File: src/rtl/scc_pkg.sv
// Shared constants and types for the SCC tone-generator output path.
package scc_pkg;
  localparam int unsigned SCC_CH_NUM    = 5;
  localparam logic [2:0]  SCC_SLOT_IDLE = 3'd5;
  localparam int unsigned SCC_SAMPLE_W  = 8;
  localparam int unsigned SCC_VOL_W     = 4;
  localparam int unsigned SCC_OUT_W     = 15;
  localparam int unsigned SCC_PROD_W    = SCC_SAMPLE_W + SCC_VOL_W;

  typedef logic signed [SCC_PROD_W-1:0] scc_product_t;
endpackage

File: src/rtl/scc_volume_multiplier.sv
// Registered signed-sample by unsigned-volume multiply with an enable gate;
// carries the channel tag alongside the product.
module scc_volume_multiplier #(
  parameter int unsigned SAMPLE_W = 8,
  parameter int unsigned VOL_W    = 4,
  parameter int unsigned PROD_W   = SAMPLE_W + VOL_W
) (
  input  logic                       clk,
  input  logic                       nreset,
  input  logic                       en,
  input  logic [2:0]                 tag_in,
  input  logic signed [SAMPLE_W-1:0] sample,
  input  logic [VOL_W-1:0]           volume,
  output logic signed [PROD_W-1:0]   product,
  output logic [2:0]                 tag_out
);

  logic signed [PROD_W-1:0] sample_ext;
  logic signed [PROD_W-1:0] volume_ext;

  // Volume is unsigned: a zero MSB keeps it non-negative in the signed product.
  assign sample_ext = PROD_W'(sample);
  assign volume_ext = PROD_W'($signed({1'b0, volume}));

  always_ff @(posedge clk) begin
    if (!nreset) begin
      product <= '0;
      tag_out <= '0;
    end else begin
      product <= en ? sample_ext * volume_ext : '0;
      tag_out <= tag_in;
    end
  end

endmodule

File: src/rtl/scc_channel_mixer.sv
// Scales each slot's wave-RAM sample by its channel volume and sums the five
// channels into one signed mixed sample per 6-slot frame.
module scc_channel_mixer
  import scc_pkg::*;
#(
  parameter int unsigned SAMPLE_W = SCC_SAMPLE_W,
  parameter int unsigned VOL_W    = SCC_VOL_W,
  parameter int unsigned OUT_W    = SCC_OUT_W
) (
  input  logic                       clk,
  input  logic                       nreset,
  input  logic [2:0]                 active,
  input  logic signed [SAMPLE_W-1:0] wave_data,
  input  logic [VOL_W-1:0]           reg_volume_a,
  input  logic [VOL_W-1:0]           reg_volume_b,
  input  logic [VOL_W-1:0]           reg_volume_c,
  input  logic [VOL_W-1:0]           reg_volume_d,
  input  logic [VOL_W-1:0]           reg_volume_e,
  input  logic [SCC_CH_NUM-1:0]      reg_enable,
  output logic signed [OUT_W-1:0]    mixed_out,
  output logic                       mixed_valid
);

  localparam int unsigned PROD_W = SAMPLE_W + VOL_W;

  logic [2:0]               ff_active_d1;
  logic [VOL_W-1:0]         vol_sel;
  logic                     ch_ok;
  logic signed [PROD_W-1:0] ff_product;
  logic [2:0]               ff_product_ch;
  logic signed [OUT_W-1:0]  ff_acc;
  logic signed [OUT_W-1:0]  product_ext;
  logic signed [OUT_W-1:0]  acc_sum;

  // Wave RAM answers one cycle late, so the data belongs to the delayed slot.
  always_ff @(posedge clk) begin
    if (!nreset) ff_active_d1 <= '0;
    else         ff_active_d1 <= active;
  end

  always_comb begin
    vol_sel = '0;
    ch_ok   = 1'b0;
    if (ff_active_d1 < SCC_SLOT_IDLE) ch_ok = reg_enable[ff_active_d1];
    case (ff_active_d1)
      3'd0:    vol_sel = reg_volume_a;
      3'd1:    vol_sel = reg_volume_b;
      3'd2:    vol_sel = reg_volume_c;
      3'd3:    vol_sel = reg_volume_d;
      3'd4:    vol_sel = reg_volume_e;
      default: vol_sel = '0;
    endcase
  end

  scc_volume_multiplier #(
    .SAMPLE_W (SAMPLE_W),
    .VOL_W    (VOL_W),
    .PROD_W   (PROD_W)
  ) u_mult (
    .clk     (clk),
    .nreset  (nreset),
    .en      (ch_ok),
    .tag_in  (ff_active_d1),
    .sample  (wave_data),
    .volume  (vol_sel),
    .product (ff_product),
    .tag_out (ff_product_ch)
  );

  assign product_ext = OUT_W'(ff_product);
  assign acc_sum     = ff_acc + product_ext;

  // Channel a restarts the frame sum; channel e publishes it.
  always_ff @(posedge clk) begin
    if (!nreset) begin
      ff_acc      <= '0;
      mixed_out   <= '0;
      mixed_valid <= 1'b0;
    end else begin
      mixed_valid <= 1'b0;
      case (ff_product_ch)
        3'd0:             ff_acc <= product_ext;
        3'd1, 3'd2, 3'd3: ff_acc <= acc_sum;
        3'd4: begin
          mixed_out   <= acc_sum;
          mixed_valid <= 1'b1;
        end
        default: ;
      endcase
    end
  end

endmodule

File: config.mk
export PLATFORM = sky130hd
export DESIGN_NAME = scc_channel_mixer
export DESIGN_NICKNAME = d
export VERILOG_FILES = /design/src/rtl/scc_pkg.sv /design/src/rtl/scc_volume_multiplier.sv /design/src/rtl/scc_channel_mixer.sv
export SDC_FILE = /design/constraint.sdc
export NUM_CORES = 1
export LEC_CHECK = 0
export ABC_AREA = 1
export CORE_MARGIN = 3
export CORE_UTILIZATION = 30
export CTS_BUF_LIST = sky130_fd_sc_hd__clkbuf_8
export CTS_CLUSTER_DIAMETER = 40
export DETAILED_ROUTE_END_ITERATION = 12
export DONT_BUFFER_PORTS = 1
export PLACE_DENSITY_LB_ADDON = 0.1
export RECOVER_POWER = 100
export SLEW_MARGIN = 10
export SYNTH_ARGS = -nofsm -noshare
export SYNTH_HDL_FRONTEND = slang
export SYNTH_HIERARCHICAL = 1
export SYNTH_SLANG_ARGS = --single-unit
File: constraint.sdc
create_clock -name clk -period 5.1 [get_ports clk]
set_input_delay 1.53 -clock clk [delete_from_list [all_inputs] [get_ports clk]]
set_output_delay 1.53 -clock clk [all_outputs]
set_load 0.005 [all_outputs]
* Word level (Yosys, flattened, before mapping) *
Index checks and enable logic that the tools add are counted.

cells by class
  $lt $le $gt $ge = 2
  muxes and demuxes = 6
  $mul = 1
  equality and inequality tests = 8
  $add $sub $neg = 1
  reduce and logical (&&, ||, !) cells = 5

operators by type and width
  kind                                                        number
  one-hot mux 15 bit (2 select lines)                         1
  one-hot mux 4 bit (5 select lines)                          1
  adder 15 x 12 -> 15 bit                                     1
  equality test 3 x 2 -> 1 bit, second input constant         4
  multiplier 8 x 5 -> 12 bit                                  1
  equality test 3 x 1 -> 1 bit, second input constant         2
  equality test 3 bit, second input constant                  2
  zero test 3 bit                                             2
  less-than comparator 3 x 4 -> 1 bit, second input constant  1
  binary-select mux 1 bit (select 3 bit)                      1
  less-than comparator 3 bit, second input constant           1
  two-way mux 1 bit                                           3
  OR reduction 3 bit                                          1
  AND reduction 2 bit                                         1
  nonzero test 2 bit                                          1

word-level totals
  output and inout port bits = 16
  bits of input ports = 38
  word-level logic and storage cells = 29
  register bits = 49

* Longest topological paths before layout *
  word-level depth = 4
  depth in mapped cells = 24
  depth with buffers taken out = 22

* Hierarchy *
The synthesis kept the hierarchy.

modules (own cells, without submodules)
  module                 times used  sequential area each (sq um)  area each (sq um)  cells an instance
  scc_channel_mixer      1           680.7                         2472.4             396
  scc_volume_multiplier  1           300.3                         1711.6             246

* Least setup slack after synthesis *
OpenSTA, ideal clock, no wires.

  kind = input-to-reg
  from = input port reg_volume_e[2]
  to = register u_mult.product[7]
  data arrival time = 4.508 ns
  required time = 4.987 ns
  library setup time = 0.113 ns
  stages = 19
  slack = 0.479 ns
  path buffers = 1
  cell sequence = nand3_1 o21ai_0 a221oi_1 nand2_1 clkbuf_1 nand2_1 inv_1 ha_1 fa_1 inv_1 fa_1 inv_1 ha_1 a21oi_1 nand2_1 a21oi_1 nand2_1 nand2_1 nor2_1

between the ends
  longest elaborated chain between the ends = 2

ends and longest elaborated chain
  what                                line                         text
  from (decl)                         scc_channel_mixer.sv:18      input logic [VOL_W-1:0] reg_volume_e,
  one-hot mux 4 bit (5 select lines)  scc_channel_mixer.sv:45      case (ff_active_d1)
  named net vol_sel[2]                scc_channel_mixer.sv:27      logic [VOL_W-1:0] vol_sel;
  multiplier 8 x 5 -> 12 bit          scc_volume_multiplier.sv:30  product <= en ? sample_ext * volume_ext : '0;
  to (signal assigned)                scc_volume_multiplier.sv:30
  to (decl)                           scc_volume_multiplier.sv:14  output logic signed [PROD_W-1:0] product,

The timed path passes the listed nets, and every way through them passes these cells.
A chain may end at the register's enable or synchronous reset.

* Worst setup path after layout *
  from = input port reg_volume_e[2]
  to = register u_mult.product[10]

Same word-level chain as after synthesis.

==> results.sh <==
export IMPL_clock_path_buffers=2
export IMPL_grt_max_degree=27
export IMPL_grt_overflow=0
export IMPL_holdPathEnd="ff_acc[2]"
export IMPL_arrival_ns=4.74
export IMPL_reg2reg_setup_slack_ns=1.05
export IMPL_place_inst=806
export IMPL_hold_viol=0
export IMPL_ir_drop_v=0.000108
export IMPL_nets=727
export IMPL_synth_cells=642
export IMPL_first_iter_violations=92
export IMPL_finClkSkew_ns=0.0147
export IMPL_clkTransAtPathRegs_ns=0.11
export IMPL_whs_path_depth=2
export IMPL_cts_tree="built"
export IMPL_timing_final_crit_share_pct=88.7
export IMPL_postCtsSetupRepairBufs=0
export IMPL_dpl_worst_slack_ns=0.194
export IMPL_dp_hpwl_um=7600
export IMPL_synth_seq_cells=49
export IMPL_min_from="ff_acc[2]"
export IMPL_leakagePower_uw=0.00253
export IMPL_hold_path_class="register to register"
export IMPL_die_w_um=124
export IMPL_drt_total_wl_um=9110
export IMPL_cts_htree_levels=2
export IMPL_reg2reg_to="u_mult/product[10]"
export IMPL_die_h_um=124
export IMPL_relSlewSlack_pct=-5.09
export IMPL_period_minus_slack_ns=4.52
export IMPL_place_area_mm2=0.00431
export IMPL_worst_pin_slew_ns=1.57
export IMPL_antenna_left=0
export IMPL_diodes=0
export IMPL_grt_first_pass_wirelength_um=16000
export IMPL_rsz0062_at_grt="false"
export IMPL_layout_drive_gt1_share_pct=6.90
export IMPL_yosys_area_top_type="dfxtp_1"
export IMPL_seq_area_frac_synth_pct=23.4
export IMPL_synth_cell_types=34
export IMPL_viasPerCell=4.41
export IMPL_end_kind="register"
export IMPL_violations="capacitance limit, slew limit"
export IMPL_port_buffer_count=0
export IMPL_crit_fanout=8
export IMPL_drc_errors=0
export IMPL_holdBufCountCts=0
export IMPL_initial_utilization_pct=31.1
export IMPL_yosysTopAreaCellShare_pct=23.4
export IMPL_syn_area_mm2=0.00418
export IMPL_clk_latency_ns=0.32
export IMPL_fin_tns_setup_ns=0
export IMPL_vias=3586
export IMPL_p_per_area_mw_per_mm2=258
export IMPL_finalSetupViolations=0
export IMPL_rows=42
export IMPL_yosys_top_cells_area="dfxtp_1 23%, nand2_1 16%, inv_1 12%, ha_1 10%, fa_1 8.1%"
export IMPL_root_buffer="clkbuf_8"
export IMPL_synth_edff_count=0
export IMPL_die_area_mm2=0.0154
export IMPL_core_area_mm2=0.0135
export IMPL_worstRegToRegCells=18
export IMPL_final_util_pct=32.6
export IMPL_yosys_cell_count_top_type="nand2_1"
export IMPL_cts_resized=0
export IMPL_stdcell_count=814
export IMPL_start_kind="input port"
export IMPL_gr_usage_all_layers_pct=12.7
export IMPL_routedWlPerCell_um=11.2
export IMPL_status="complete, but fails checks"
export IMPL_grt_pass1_vias=3597
export IMPL_yosysWarnings=6
export IMPL_grt_antenna_before_repair=0
export IMPL_max_freq_ghz=0.221
export IMPL_numCtsBuffers=5
export IMPL_synth_area_per_cell_um2=6.52
export IMPL_cap_viol_max_count=1
export IMPL_fin_ws_ns=0.576
export IMPL_crit_required_ns=5.31
export IMPL_synthTopCellsByCount="178 x nand2_1, 136 x inv_1, 59 x nor2_1, 49 x dfxtp_1, 38 x a21oi_1"
export IMPL_worstReg2RegStart="ff_active_d1[2]"
export IMPL_place_congestion=0.843
export IMPL_synthFlopType="dfxtp_1"
export IMPL_synth_nets=732
export IMPL_syn_to_final_growth_pct=4.75
export IMPL_crit_type="input port to register"
export IMPL_drtPass1Iterations=4
export IMPL_drv_slew=25
export IMPL_async_flop_share_pct=0
export IMPL_ioPinCount=54
export IMPL_clkSinkCount=49
export IMPL_fin_area_mm2=0.00438
## layer usage
| layer | vias up | track usage (%) | share of wire, % |
|---|---|---|---|
| met2 | 55 | 22.3 | 45 |
| li1 | 1938 | - | - |
| met4 | 0 | 3.29 | 1.3 |
| met1 | 1584 | 16.4 | 50 |
| met5 | - | 0 | 0 |
| met3 | 9 | 1.95 | 3.7 |
## flip-flops by register name, indices dropped and copies added, names as in the netlist
signal          count
ff_acc             15
ff_active_d1        3
mixed_out          15
mixed_valid         1
u_mult/product     12
u_mult/tag_out      3
## worst max-delay path: stages
cell	delay, ns
nand3_1	0.05
o21ai_0	0.08
a221oi_1	0.22
nand2_1	0.24
nand2_1	0.12
inv_1	0.04
ha_1	0.30
fa_1	0.53
inv_1	0.05
fa_1	0.49
inv_1	0.04
ha_1	0.37
a21oi_1	0.31
o21a_1	0.17
nand3_1	0.07
nand2_1	0.06
nor2_1	0.04
## power by group
part | internal [uW] | total (uW) | switching (uW)
Sequential | 413 | 437 | 23.7
Clock | 102 | 254 | 152
Combinational | 162 | 439 | 277
## cell families after synthesis
| group | share of synthesized area, % |
|---|---|
| xor+xnor | 1.85 |
| flops | 23.4 |
| simple gates | 31.6 |
| buf+inv | 15.6 |
| compound gates | 8.91 |
| fa+ha+maj | 18.6 |
## worst max path at each step
stage          cells after the start            endpoint            start
2_1_floorplan                     19   u_mult/product[7]  reg_volume_e[2]
3_3_place_gp                      18   u_mult/product[7]  reg_volume_e[2]
3_5_place_dp                      18   u_mult/product[7]  reg_volume_e[2]
4_1_cts                           18  u_mult/product[11]  reg_volume_e[2]
5_1_grt                           18  u_mult/product[11]  reg_volume_e[2]
6_report                          17  u_mult/product[10]  reg_volume_e[2]
## through the flow
step	power (uW)	hold WS, ns
2_1_floorplan	813	0.407
3_3_place_gp	890	0.470
3_5_place_dp	894	0.482
4_1_cts	1160	0.498
5_1_grt	1240	0.509
6_report	1130	0.498
## cell usage in the layout (no fill, tap or decap), types with 2 or more instances in the layout
cell,n
nand3_2,4
inv_1,137
nand3b_1,2
nand4_1,7
nor2_1,60
dfxtp_1,49
nor3_1,2
nor2_2,4
inv_2,8
a31oi_1,3
a21oi_1,39
a21oi_2,3
inv_6,3
nand2_1,178
ha_1,35
clkbuf_8,5
o21a_1,2
nor2_4,2
o21ai_0,15
o211ai_1,4
nand3_1,35
fa_1,17
xor2_1,6
nand2_2,12
## final cells by class
class / instances / area [um2]
Fill cell: 1515 / 9070
Multi-Input combinational cell: 433 / 2520
Sequential cell: 49 / 981
Inverter: 147 / 554
Tap cell: 176 / 220
Clock buffer: 5 / 68.8
Clock inverter: 3 / 26.3
Timing Repair Buffer: 1 / 7.51
Note: power is estimated with default switching activity, not from simulation.
